### src/rtl/bcd_disp_pkg.sv
// Shared types and seven-segment decode for the BCD up/down display.
package bcd_disp_pkg;

   typedef logic [3:0] bcd_digit_t;

   localparam logic [6:0] SEG_BLANK = 7'h7F;

   // Active-low, bit order G..A; non-decimal codes blank the digit.
   function automatic logic [6:0] seg7_decode(input bcd_digit_t d);
      case (d)
         4'd0:    seg7_decode = 7'b1000000;
         4'd1:    seg7_decode = 7'b1111001;
         4'd2:    seg7_decode = 7'b0100100;
         4'd3:    seg7_decode = 7'b0110000;
         4'd4:    seg7_decode = 7'b0011001;
         4'd5:    seg7_decode = 7'b0010010;
         4'd6:    seg7_decode = 7'b0000010;
         4'd7:    seg7_decode = 7'b1111000;
         4'd8:    seg7_decode = 7'b0000000;
         4'd9:    seg7_decode = 7'b0010000;
         default: seg7_decode = SEG_BLANK;
      endcase
   endfunction

endpackage

### src/rtl/bcd_updown_display_tick_gen.sv
// Single-cycle strobe generator: tick is high while the divider sits at DIV-1.
module tick_gen #(
   parameter int DIV = 2
) (
   input  logic clk,
   input  logic reset,
   input  logic clear,
   output logic tick
);

   localparam int CNT_W = $clog2(DIV);

   logic [CNT_W-1:0] cnt;

   assign tick = (cnt == CNT_W'(DIV - 1));

   always_ff @(posedge clk) begin
      if (reset || clear) begin
         cnt <= '0;
      end else if (tick) begin
         cnt <= '0;
      end else begin
         cnt <= cnt + 1'b1;
      end
   end

endmodule

### src/rtl/bcd_updown_display.sv
// N-digit BCD up/down counter with load/enable driving a multiplexed active-low
// seven-segment display. Define BCD_DISP_SATURATE_EN to hold at the bounds.
module bcd_updown_display
   import bcd_disp_pkg::*;
#(
   parameter int NUM_DIGITS = 8,
   parameter int CLK_HZ     = 100_000_000,
   parameter int COUNT_HZ   = 1,
   parameter int SCAN_HZ    = 800
) (
   input  logic                    clk,
   input  logic                    reset,
   input  logic                    enable,
   input  logic                    direction,
   input  logic                    load,
   input  logic [4*NUM_DIGITS-1:0] load_bcd,
   output logic [4*NUM_DIGITS-1:0] count_bcd,
   output logic                    carry,
   output logic [6:0]              seg,
   output logic [NUM_DIGITS-1:0]   an,
   output logic                    tick_count,
   output logic                    tick_scan
);

   localparam int COUNT_DIV = CLK_HZ / COUNT_HZ;
   localparam int SCAN_DIV  = CLK_HZ / SCAN_HZ;
   localparam int W         = 4 * NUM_DIGITS;
   localparam int IDX_W     = (NUM_DIGITS > 1) ? $clog2(NUM_DIGITS) : 1;
   localparam logic [W-1:0] ALL_NINES = {NUM_DIGITS{4'h9}};

   // Returns {wrap, value}; wrap is the carry out of the top digit.
   function automatic logic [W:0] bcd_inc(input logic [W-1:0] v);
      logic       c;
      bcd_digit_t d;
      logic [W-1:0] r;
      c = 1'b1;
      r = v;
      for (int i = 0; i < NUM_DIGITS; i++) begin
         d = v[4*i +: 4];
         if (c) begin
            if (d == 4'd9) begin
               d = 4'd0;
            end else begin
               d = d + 4'd1;
               c = 1'b0;
            end
         end
         r[4*i +: 4] = d;
      end
      return {c, r};
   endfunction

   // Returns {wrap, value}; wrap is the borrow out of the top digit.
   function automatic logic [W:0] bcd_dec(input logic [W-1:0] v);
      logic       b;
      bcd_digit_t d;
      logic [W-1:0] r;
      b = 1'b1;
      r = v;
      for (int i = 0; i < NUM_DIGITS; i++) begin
         d = v[4*i +: 4];
         if (b) begin
            if (d == 4'd0) begin
               d = 4'd9;
            end else begin
               d = d - 4'd1;
               b = 1'b0;
            end
         end
         r[4*i +: 4] = d;
      end
      return {b, r};
   endfunction

   function automatic logic [W-1:0] bcd_clamp(input logic [W-1:0] v);
      logic [W-1:0] r;
      for (int i = 0; i < NUM_DIGITS; i++) begin
         r[4*i +: 4] = (v[4*i +: 4] > 4'd9) ? 4'd9 : v[4*i +: 4];
      end
      return r;
   endfunction

   logic             step;
   logic             wrap;
   logic [W-1:0]     stepped;
   logic [W-1:0]     count_n;
   logic [IDX_W-1:0] scan_idx;
   logic [NUM_DIGITS-1:0] an_n;

   tick_gen #(.DIV(COUNT_DIV)) u_count_tick (
      .clk   (clk),
      .reset (reset),
      .clear (load),
      .tick  (tick_count)
   );

   tick_gen #(.DIV(SCAN_DIV)) u_scan_tick (
      .clk   (clk),
      .reset (reset),
      .clear (1'b0),
      .tick  (tick_scan)
   );

   always_comb begin
      step = tick_count && enable && !load;
      {wrap, stepped} = direction ? bcd_dec(count_bcd) : bcd_inc(count_bcd);
      count_n = count_bcd;
      if (load) begin
         count_n = bcd_clamp(load_bcd);
      end else if (step) begin
`ifdef BCD_DISP_SATURATE_EN
         if (!wrap) count_n = stepped;
`else
         count_n = stepped;
`endif
      end
      an_n = '1;
      an_n[scan_idx] = 1'b0;
   end

   always_ff @(posedge clk) begin
      if (reset) begin
         count_bcd <= '0;
         carry     <= 1'b0;
         scan_idx  <= '0;
         an        <= '1;
         seg       <= SEG_BLANK;
      end else begin
         count_bcd <= count_n;
`ifdef BCD_DISP_SATURATE_EN
         carry     <= (count_n == (direction ? '0 : ALL_NINES));
`else
         carry     <= step && wrap;
`endif
         if (tick_scan) begin
            scan_idx <= (scan_idx == IDX_W'(NUM_DIGITS - 1)) ? '0 : scan_idx + 1'b1;
         end
         // Display stage lags the scan index and count by one register.
         an  <= an_n;
         seg <= seg7_decode(count_bcd[4*scan_idx +: 4]);
      end
   end

endmodule
### config.mk
export PLATFORM = sky130hd
export DESIGN_NAME = bcd_updown_display
export DESIGN_NICKNAME = d
export VERILOG_FILES = /design/src/rtl/bcd_disp_pkg.sv /design/src/rtl/bcd_updown_display_tick_gen.sv /design/src/rtl/bcd_updown_display.sv
export SDC_FILE = /design/constraint.sdc
export NUM_CORES = 1
export LEC_CHECK = 0
export BUFFER_PORTS_ARGS = -buffer_cell sky130_fd_sc_hd__buf_2
export CAP_MARGIN = 10
export CORE_MARGIN = 2
export CORE_UTILIZATION = 50
export DETAILED_ROUTE_END_ITERATION = 16
export PLACE_DENSITY_LB_ADDON = 0.08
export REMOVE_ABC_BUFFERS = 1
export SLEW_MARGIN = 20
export SYNTH_ARGS = -nofsm -noshare
export SYNTH_HDL_FRONTEND = slang
export SYNTH_SLANG_ARGS = --single-unit
### constraint.sdc
create_clock -name clk -period 2.28 [get_ports clk]
set_input_delay 0.228 -clock clk [delete_from_list [all_inputs] [get_ports clk]]
set_output_delay 0.228 -clock clk [all_outputs]
set_load 0.05 [all_outputs]
==> results of run 1 <==
## cells by family (layout without fill, tap and decap cells)
family	after synthesis	after routing	synth area share
fa+ha+maj	9	9	0.0191
buf+inv	79	204	0.0529
flops	95	95	0.323
xor+xnor	54	54	0.0804
mux	19	19	0.0500
simple gates	333	333	0.299
compound gates	149	149	0.176
## cell usage in the layout, fill, tap and decap left out, drive strengths merged, types with 6 or more instances in the layout
cell type | netlist | routed
xor2 | 23 | 23
nor2 | 91 | 91
nand4 | 18 | 18
and3 | 9 | 9
ha | 9 | 9
nand3 | 32 | 32
nor3 | 19 | 19
o21ai | 44 | 44
mux2i | 8 | 8
or3 | 7 | 7
inv | 29 | 29
nand3b | 7 | 7
nor4 | 19 | 19
clkbuf | 38 | 14
xnor2 | 31 | 31
a21oi | 31 | 31
a31oi | 9 | 9
nand2b | 12 | 12
and4 | 7 | 7
nand2 | 62 | 62
nor4b | 6 | 6
nor2b | 16 | 16
mux4 | 8 | 8
buf | 12 | 158
a211oi | 11 | 11
or2 | 6 | 6
dfxtp | 95 | 95
## final cells by class
type                    instances  area (sq um)
repair buffers                159          1000
inverters                      29           109
flip-flops and latches         95          1910
fillers                      1002          4210
multi-input cells             564          3790
well taps                     143           179
clock buffers                  13           250
clock inverters                 3          18.8
## per-stage QoR
| step | util | total power, mW | hold WS [ns] | setup slack (ns) |
|---|---|---|---|---|
| global route | 0.633 | 4.15 | 0.134 | -0.118 |
| CTS | 0.620 | 3.99 | 0.127 | -0.0389 |
| detailed placement | 0.596 | 2.59 | 0.437 | -0.0266 |
| finish | 0.633 | 3.99 | 0.142 | -0.0518 |
| floorplan | - | 2.29 | 0.293 | -0.876 |
| global placement | 0.596 | 2.58 | 0.427 | -0.0131 |
## what timing repair did
action | CTS | global route
gates resized for setup | 2 | 25
setup buffers | 0 | 3
pin swaps | 0 | 5
setup endpoints to repair | 2 | 24
## worst reg2reg max path, delay by kind of cell, from the launching register on
kind,cells,cell delay (ns)
simple gates,2,1.03
compound gates,4,0.84
flops,1,0.33
## how the worst max path moves through the flow
stage               cells after the start            end  slack, ns               start
finish                                  6  count_bcd[18]      -0.05        count_bcd[9]
global route                            6  count_bcd[18]      -0.12        count_bcd[9]
CTS                                     6  count_bcd[18]      -0.04        count_bcd[9]
detailed placement                      6  count_bcd[18]      -0.03        count_bcd[9]
global placement                        6  count_bcd[18]      -0.01        count_bcd[9]
floorplan                               4    scan_idx[0]      -0.88  u_scan_tick.cnt[3]
## per-layer routing
layer  vias to the layer above  share of wire  track usage
li1                       2887              -            -
met1                      2801           0.45        0.339
met2                       219           0.47        0.415
met3                        34          0.064       0.0443
met4                         0          0.021       0.0951
met5                         -              0            0
## flip-flops by register name, indices dropped and copies added (netlist names)
signal	count
count_bcd	32
u_count_tick.cnt	27
u_scan_tick.cnt	17
an	8
seg	7
scan_idx	3
carry	1
## power groups by stage
stage          Sequential [mW]  Clock [mW]  Combinational, mW
3_3_place_gp              1.80           0              0.776
6_report                  1.77        1.41              0.812
3_5_place_dp              1.80           0              0.787
2_1_floorplan             1.99           0              0.299
4_1_cts                   1.77        1.43              0.792
5_1_grt                   1.78        1.50              0.875
==> out/qor.csv, run 1 <==
metric,value,unit
outcome,finished with violations,
failed_checks,setup timing,
fin_worst_skew,0.00686,ns
min_period,2.33,ns
synth_common_cells,"dfxtp_1 (95), nor2_1 (90), nand2_1 (62)",
core_area,0.0115,sq mm
critPathMaxFanout,2,
post_drt_wl_per_cell,16.2,microns
endpoint_kind,flop,
worstPathRequired,2.50,ns
area_growth,23.3,%
worst_pin_slew,0.530,ns
syn_area,0.00589,sq mm
hold_viol_final,0,
powerDensity,549,mW/mm^2
drt_iter0_markers,516,
h-tree-depth,3,
synthTopCellsByArea,"dfxtp_1 (32%), nor2_1 (5.7%), xnor2_1 (4.6%)",
clk_path_buf_depth,2,
design_area,0.00726,sq mm
final_antenna_net_count,0,
grt_max_degree,28,
initial_utilization,0.513,
vias_per_cell,5.91,
cts_made_buffers,9,
grt_pass1_wl,26.4,mm
setup-violations-final,1,
p_int,2.78,mW
async_flop_share,0,
hpwlAfterDp,12.1,mm
ys_ff_latch,95,
critPathSlowestCell,or4_4,
slew_viol_final,0,
rsz0062_at_grt,true,
seqPwrFrac,0.444,
netlist.area_leader.share,0.323,
yosysMostFrequentCell,dfxtp_1,
worst-path-buf-inv,0,
r2r_cells,6,
comb_power_share,0.204,
fmax,0.429,GHz
grt_usage,0.254,
dr.pass1.iters,6,
clk-insertion-delay-late,0.34,ns
ys_types,71,
num_vias,5941,
port_buffers,86,
path_common_cell,or4_4,
placedCellCount,987,
p_leak,2.81,nW
synthCells,738,
path_cells,or4_4 -> or4_4 -> o32a_4 -> o31a_1 -> a31oi_1 -> o31ai_1,
antenna_found_initial,0,
tritoncts,built,
grt_pass1_vias,5524,
synth_area_per_cell,7.98,sq um
min-delay-start,load_bcd[19],
dieArea,0.0127,sq mm
min_delay_path_depth,2,
final_nets,904,
finalSetupTns,-0.0518,ns
startpoint_type,flop,
num_io_pins,87,
synth-main-ff-cell,dfxtp_1,
place.gp.congestion,0.915,
drc,0,
yosysWarnings,0,
rrSetupSlack,-0.05,ns
sw_frac_of_total,0.304,
dieWidth,112,microns
worstReg2RegEnd,count_bcd[18],
setup_slack,-0.0518,ns
cp.arrival,2.55,ns
synth_seq_area_share,0.323,
drive_gt1_frac,0.257,
num_rows,39,
fp.dieH,112,microns
maxCapViolations,0,
finalCritPeriodShare,1.02,
timing.rr.start,count_bcd[9],
yosysTopAreaCell,dfxtp_1,
max_stage_delay,0.53,ns
totalWireLength,16.3,mm
holdPathEnd,count_bcd[19],
crit_type,flop to flop,
cts_root_buf,clkbuf_16,
postCtsHoldBufs,0,
peakVddDrop,0.480,mV
fin_cells,1006,
critPathTopFamily,simple AND/OR/NAND/NOR gates,
p_clk_frac,0.352,
relSlewSlack,0.642,
clock_sinks,95,
p_switching,1.21,mW
globalRouteOverflowTotal,0,
worstHoldPathType,input pin to flop,
place_area,0.00683,sq mm
antenna_cells,0,
clkTransAtPathRegs,0.07,ns
synth-edff-count,0,
Power figures use the tool's default switching activity.
==> run 2: changes to the inputs <==
Settings changed: BUFFER_PORTS_ARGS -buffer_cell sky130_fd_sc_hd__buf_2 to -buffer_cell sky130_fd_sc_hd__clkbuf_2, CELL_PAD_IN_SITES_DETAIL_PLACEMENT set to 0, CELL_PAD_IN_SITES_GLOBAL_PLACEMENT set to 1, CORE_UTILIZATION 50 to 39.
==> run 2 against run 1 <==
Effect of this change:
- the run now ends clean
- worst setup slack improved by 0.084 ns
- hold slack lost 0.023 ns
- count of clock-buffer cells in the layout decreased by 3
- sequential power barely moved
- sequential cell count unchanged
- die area grew 27%
- global-route usage fell by 3.2 points
- critical path depth did not move
- first-iteration DRC count decreased by 30%
- critical path type unchanged
- critical endpoint unchanged
==> out/qor.csv, run 2 (synthesized netlist as in run 1, its figures left out) <==
metric,value,unit
holdWs,0.118,ns
outcome,completed,
min_period,2.25,ns
largest_reg_flops,32,
port_buffers,86,
post_drt_wl_per_cell,16.7,microns
clock_sinks,95,
peakVddDrop,0.388,mV
final_antenna_net_count,0,
layout_common_cells,"dfxtp_1 (92), nor2_1 (89), buf_4 (85)",
crit_type,flop to flop,
path_depth,6,
mostFrequentLayoutCell,dfxtp_1,
num_vias,5934,
worstHoldPathType,input pin to flop,
worst-path-buf-inv,0,
grt_max_degree,28,
worst_pin_slew,0.552,ns
startpoint_type,flop,
cp.arrival,2.49,ns
num_io_pins,87,
min-delay-start,load_bcd[19],
globalRouteOverflowTotal,0,
postCtsHoldBufs,0,
critPathMaxFanout,2,
final_nets,917,
clk-insertion-delay-late,0.36,ns
max_stage_delay,0.54,ns
hpwlAfterDp,13.0,mm
top_register,count_bcd,
dr.max_layer_used,met4,
reg.largest.list,"count_bcd: 32 flops, u_count_tick.cnt: 27 flops, u_scan_tick.cnt: 17 flops",
r2r_cells,6,
drive_gt1_frac,0.273,
endpoint,count_bcd[18],
relSlewSlack,0.627,
timing.rr.start,count_bcd[14],
p_leak,2.90,nW
antenna_found_initial,0,
hold_viol_final,0,
grt_pass1_wl,28.7,mm
fin_cells,1060,
num_rows,44,
setup-violations-final,0,
clk_path_buf_depth,2,
dr_wl_met2,7.91,mm
startpoint,count_bcd[14],
drc,0,
rsz0062_at_grt,true,
path_cells,or4_4 -> or4_4 -> o32a_4 -> o31a_1 -> a31oi_1 -> o31ai_1,
cts_made_buffers,9,
finalCritPeriodShare,0.986,
fmax,0.445,GHz
critPathSlowestCell,or4_4,
finalSetupTns,0,ns
dieArea,0.0161,sq mm
dr.pass1.iters,5,
drt_iter0_markers,360,
route.met3.wl,814,microns
grt_usage,0.222,
fp.dieH,127,microns
worstPathRequired,2.52,ns
totalWireLength,17.7,mm
clkTransAtPathRegs,0.07,ns
initial_utilization,0.402,
antenna_cells,0,
dieWidth,127,microns
powerDensity,578,mW/mm^2
rrSetupSlack,0.03,ns
critPathTopFamily,simple AND/OR/NAND/NOR gates,
fillers,1452,
cts_root_buf,clkbuf_16,
area_growth,26.2,%
grt_pass1_vias,5614,
worstReg2RegEnd,count_bcd[18],
vias_per_cell,5.60,
tritoncts,built,
placedCellCount,1038,
path_common_cell,or4_4,
maxCapViolations,0,
fin_worst_skew,0.00863,ns
endpoint_kind,flop,
slew_viol_final,0,
wl_met1,8.53,mm
h-tree-depth,3,
place.gp.congestion,0.924,
core_area,0.0146,sq mm
-- run 2: cell count changes in the layout (fill, tap and decap cells not counted), moves of 3 or more --
cell,before,now
clkbuf_1,3,0
buf_2,84,0
clkbuf_2,0,84
buf_4,71,85
-- run 2: worst min-delay path by stage --
stage / cells past startpoint / slack (ns) / endpoint
global route: 2 / 0.12 / count_bcd[19]
CTS: 2 / 0.10 / count_bcd[19]
global placement: 1 / 0.43 / u_scan_tick.cnt[0]
finish: 2 / 0.12 / count_bcd[19]
floorplan: 1 / 0.29 / count_bcd[16]
detailed placement: 1 / 0.44 / u_scan_tick.cnt[0]
-- run 2: worst register-to-register path, cell delays in order (launching register included) --
cell	delay [ns]
dfxtp_1	0.31
or4_4	0.54
or4_4	0.44
o32a_4	0.34
o31a_1	0.27
a31oi_1	0.14
o31ai_1	0.08
-- run 2: routing by layer --
layer	vias to the layer above	global-route usage
met1	2811	0.312
met4	0	0.0789
li1	2908	-
met3	34	0.0358
met2	181	0.346
met5	-	0
-- run 2: area by class of cell --
cell class | instances | area [sq um] | share of cell area
Clock buffer | 10 | 239 | 0.0322
Clock inverter | 6 | 92.6 | 0.0125
Inverter | 29 | 109 | 0.0147
Multi-Input combinational cell | 564 | 3750 | 0.505
Sequential cell | 95 | 1910 | 0.257
Tap cell | 184 | 230 | 0.0310
Timing Repair Buffer | 172 | 1100 | 0.148
-- run 2: report_power, final --
part / internal (mW) / total (mW) / switching [mW]
logic: 0.299 / 0.829 / 0.531
clock network: 0.999 / 1.70 / 0.700
registers: 1.71 / 1.76 / 0.0502
total: 3.01 / 4.29 / 1.28
-- run 2: what timing repair did --
action / in CTS / in global routing
hold endpoints to repair: 0 / 0
setup buffers: 1 / 5
setup endpoints to repair: 3 / 25
gates resized for setup: 5 / 18
pin swaps: 4 / 7
-- run 2: stage by stage --
step	power [mW]	area (sq um)	worst slack, ns	util
after floorplan	2.29	5680	-0.876	-
after global placement	2.60	6960	-0.0229	0.475
after detailed placement	2.61	6960	-0.0281	0.475
after CTS	4.32	7320	-0.00413	0.500
after global routing	4.48	7430	-0.0274	0.507
final	4.29	7430	0.0322	0.507
==> run 3: changes to the inputs <==
Settings changed: ABC_AREA set to 1, CORE_UTILIZATION 39 to 37.
==> run 3 against run 2 <==
Effect of this change:
- cell count up 17%
- clock power is 2% lower
- global-route usage decreased by 0.63 points
- final area is 5.8% lower
- synthesized cell count is 25% higher
- count of clock-buffer cells in the layout stayed put
- clock skew shrank 0.0022 ns
- die area increased by 6.8%
- maximum frequency up 8.5%
- worst setup slack improved by 0.18 ns
- largest cell class unchanged
- largest power group unchanged
==> out/qor.csv, run 3 <==
metric,value,unit
rsz0062_at_grt,false,
dr.pass1.iters,5,
top_register,count_bcd,
dieWidth,131,microns
fillers,1731,
largest_reg_flops,32,
powerDensity,625,mW/mm^2
crit_type,flop to output port,
fp.dieH,131,microns
holdPathEnd,count_bcd[24],
p_leak,3.02,nW
startpoint_type,flop,
grt_usage,0.216,
finalCritPeriodShare,0.909,
async_flop_share,0,
cp.arrival,1.84,ns
final_nets,1061,
clk_path_buf_depth,2,
core_area,0.0158,sq mm
dieArea,0.0172,sq mm
ys_types,41,
fmax,0.482,GHz
ys_ff_latch,95,
worst_pin_slew,0.467,ns
vias_per_cell,4.97,
num_rows,46,
hold_viol_final,0,
netlist.area_leader.share,0.318,
grt_max_degree,33,
endpoint_kind,output port,
rrSetupSlack,0.23,ns
cts_made_buffers,9,
totalWireLength,18.0,mm
relSlewSlack,0.688,
synth_area_per_cell,6.46,sq um
use_met1,0.278,
min_delay_path_depth,5,
port_buffers,86,
setup-violations-final,0,
num_io_pins,87,
fin_worst_skew,0.00644,ns
hpwlAfterDp,13.9,mm
seq_area,0.00190,sq mm
worstReg2RegEnd,seg[0],
slew_viol_final,0,
timing.rr.start,scan_idx[1],
critPathMaxFanout,7,
layout_common_cells,"nand2_1 (206), nor2_1 (138), dfxtp_1 (95)",
use_met2,0.368,
clk-insertion-delay-late,0.36,ns
multi_input_area,0.00355,sq mm
maxCapViolations,0,
fin_cells,1236,
synthCells,924,
placedCellCount,1220,
drc,0,
path_cells,ha_1 -> nand2_2 -> nor2_4 -> nand2_4 -> nor2_2 -> nand4_1 -> inv_1 -> clkbuf_4,
max_stage_delay,0.39,ns
r2r_cells,10,
outcome,completed,
h-tree-depth,3,
final_core_util,0.442,
syn_area,0.00597,sq mm
clkTransAtPathRegs,0.07,ns
cts_root_buf,clkbuf_16,
post_drt_wl_per_cell,14.5,microns
clock_sinks,95,
grt_pass1_wl,29.0,mm
num_vias,6146,
yosysTopAreaCell,dfxtp_1,
finalSetupTns,0,ns
area_growth,17.1,%
globalRouteOverflowTotal,0,
initial_utilization,0.377,
synth-main-ff-cell,dfxtp_1,
mostFrequentLayoutCell,nand2_1,
pre_cts_ws,0.270,ns
synth_seq_area_share,0.318,
drive_gt1_frac,0.179,
synth_common_cells,"nand2_1 (206), nor2_1 (139), dfxtp_1 (95)",
use_met3,0.0406,
antenna_found_initial,0,
place.gp.congestion,0.857,
tritoncts,built,
grt_most_used_layer,met2,
yosysWarnings,0,
reg.largest.list,"count_bcd: 32 flops, u_count_tick.cnt: 27 flops, u_scan_tick.cnt: 17 flops",
worstHoldPathType,input pin to flop,
critPathSlowestCell,dfxtp_1,
setup_slack,0.207,ns
synthTopCellsByArea,"dfxtp_1 (32%), nand2_1 (13%), nor2_1 (8.7%)",
worstPathRequired,2.05,ns
synth-edff-count,0,
yosysMostFrequentCell,nand2_1,
peakVddDrop,0.366,mV
min_period,2.07,ns
grt_pass1_vias,5713,
min-delay-start,load_bcd[24],
antenna_cells,0,
final_antenna_net_count,0,
drt_iter0_markers,328,
run 3: cell count changes after synthesis, moves of 16 or more:
| cell | previous run | this run |
|---|---|---|
| nand2_1 | 62 | 206 |
| inv_1 | 29 | 94 |
| nor2_1 | 90 | 139 |
| clkbuf_1 | 38 | 3 |
| nand3_1 | 32 | 62 |
| a21oi_1 | 31 | 58 |
| xnor2_1 | 31 | 5 |
| o211ai_1 | 4 | 22 |
| nor2_2 | 0 | 16 |
| nor2b_1 | 16 | 0 |
run 3: area by class of cell:
class                   count  area share
multi-input cells         701       0.508
flip-flops and latches     95       0.272
repair buffers            101      0.0798
inverters                 107      0.0574
well taps                 216      0.0386
clock buffers              10      0.0327
clock inverters             6      0.0120
run 3: layer usage:
metal,share of wire,vias up,wire length [microns]
met5,0,-,0
met4,0.014,0,258
met3,0.038,21,691
met2,0.48,121,8540
met1,0.47,2769,8480
li1,-,3235,-
run 3: critical path, delay by kind of cell, from the launching register on:
kind,cells,cell delay [ns]
adder cells (fa/ha/maj),1,0.21
AND/OR/NAND/NOR,5,0.59
flip-flops,1,0.39
buffers and inverters,2,0.30
run 3: stage by stage:
stage	area [sq um]	power, mW	hold slack (ns)
2_1_floorplan	5850	2.47	0.297
3_3_place_gp	6680	2.76	0.431
3_5_place_dp	6680	2.75	0.460
4_1_cts	6990	4.43	0.212
5_1_grt	7000	4.60	0.236
6_report	7000	4.37	0.223
run 3: power by group:
part | switching (mW) | internal, mW
clock network | 0.697 | 0.961
registers | 0.0888 | 1.73
logic | 0.644 | 0.254
run 3: what timing repair did:
action                                  in CTS  in global routing
hold buffers                                 0                  0
resized for setup                            0                  4
endpoints found under the setup margin       0                  2
buffers inserted                             0                  0
run 3: worst max path at each step:
stage	slack [ns]	cells after the start	end	start
after floorplan	0.30	11	count_bcd[24]	count_bcd[11]
after global placement	0.21	10	seg[0]	scan_idx[1]
after detailed placement	0.27	10	seg[0]	scan_idx[1]
after CTS	0.05	8	tick_count	u_count_tick.cnt[0]
after global routing	0.006	8	tick_count	u_count_tick.cnt[0]
final	0.21	8	tick_count	u_count_tick.cnt[0]
run 3: cells by family after synthesis:
logic type,count (synthesis),synth area share
compound gates,158,0.148
xor+xnor,18,0.0264
fa+ha+maj,9,0.0189
buf+inv,128,0.0876
flops,95,0.318
simple gates,516,0.401
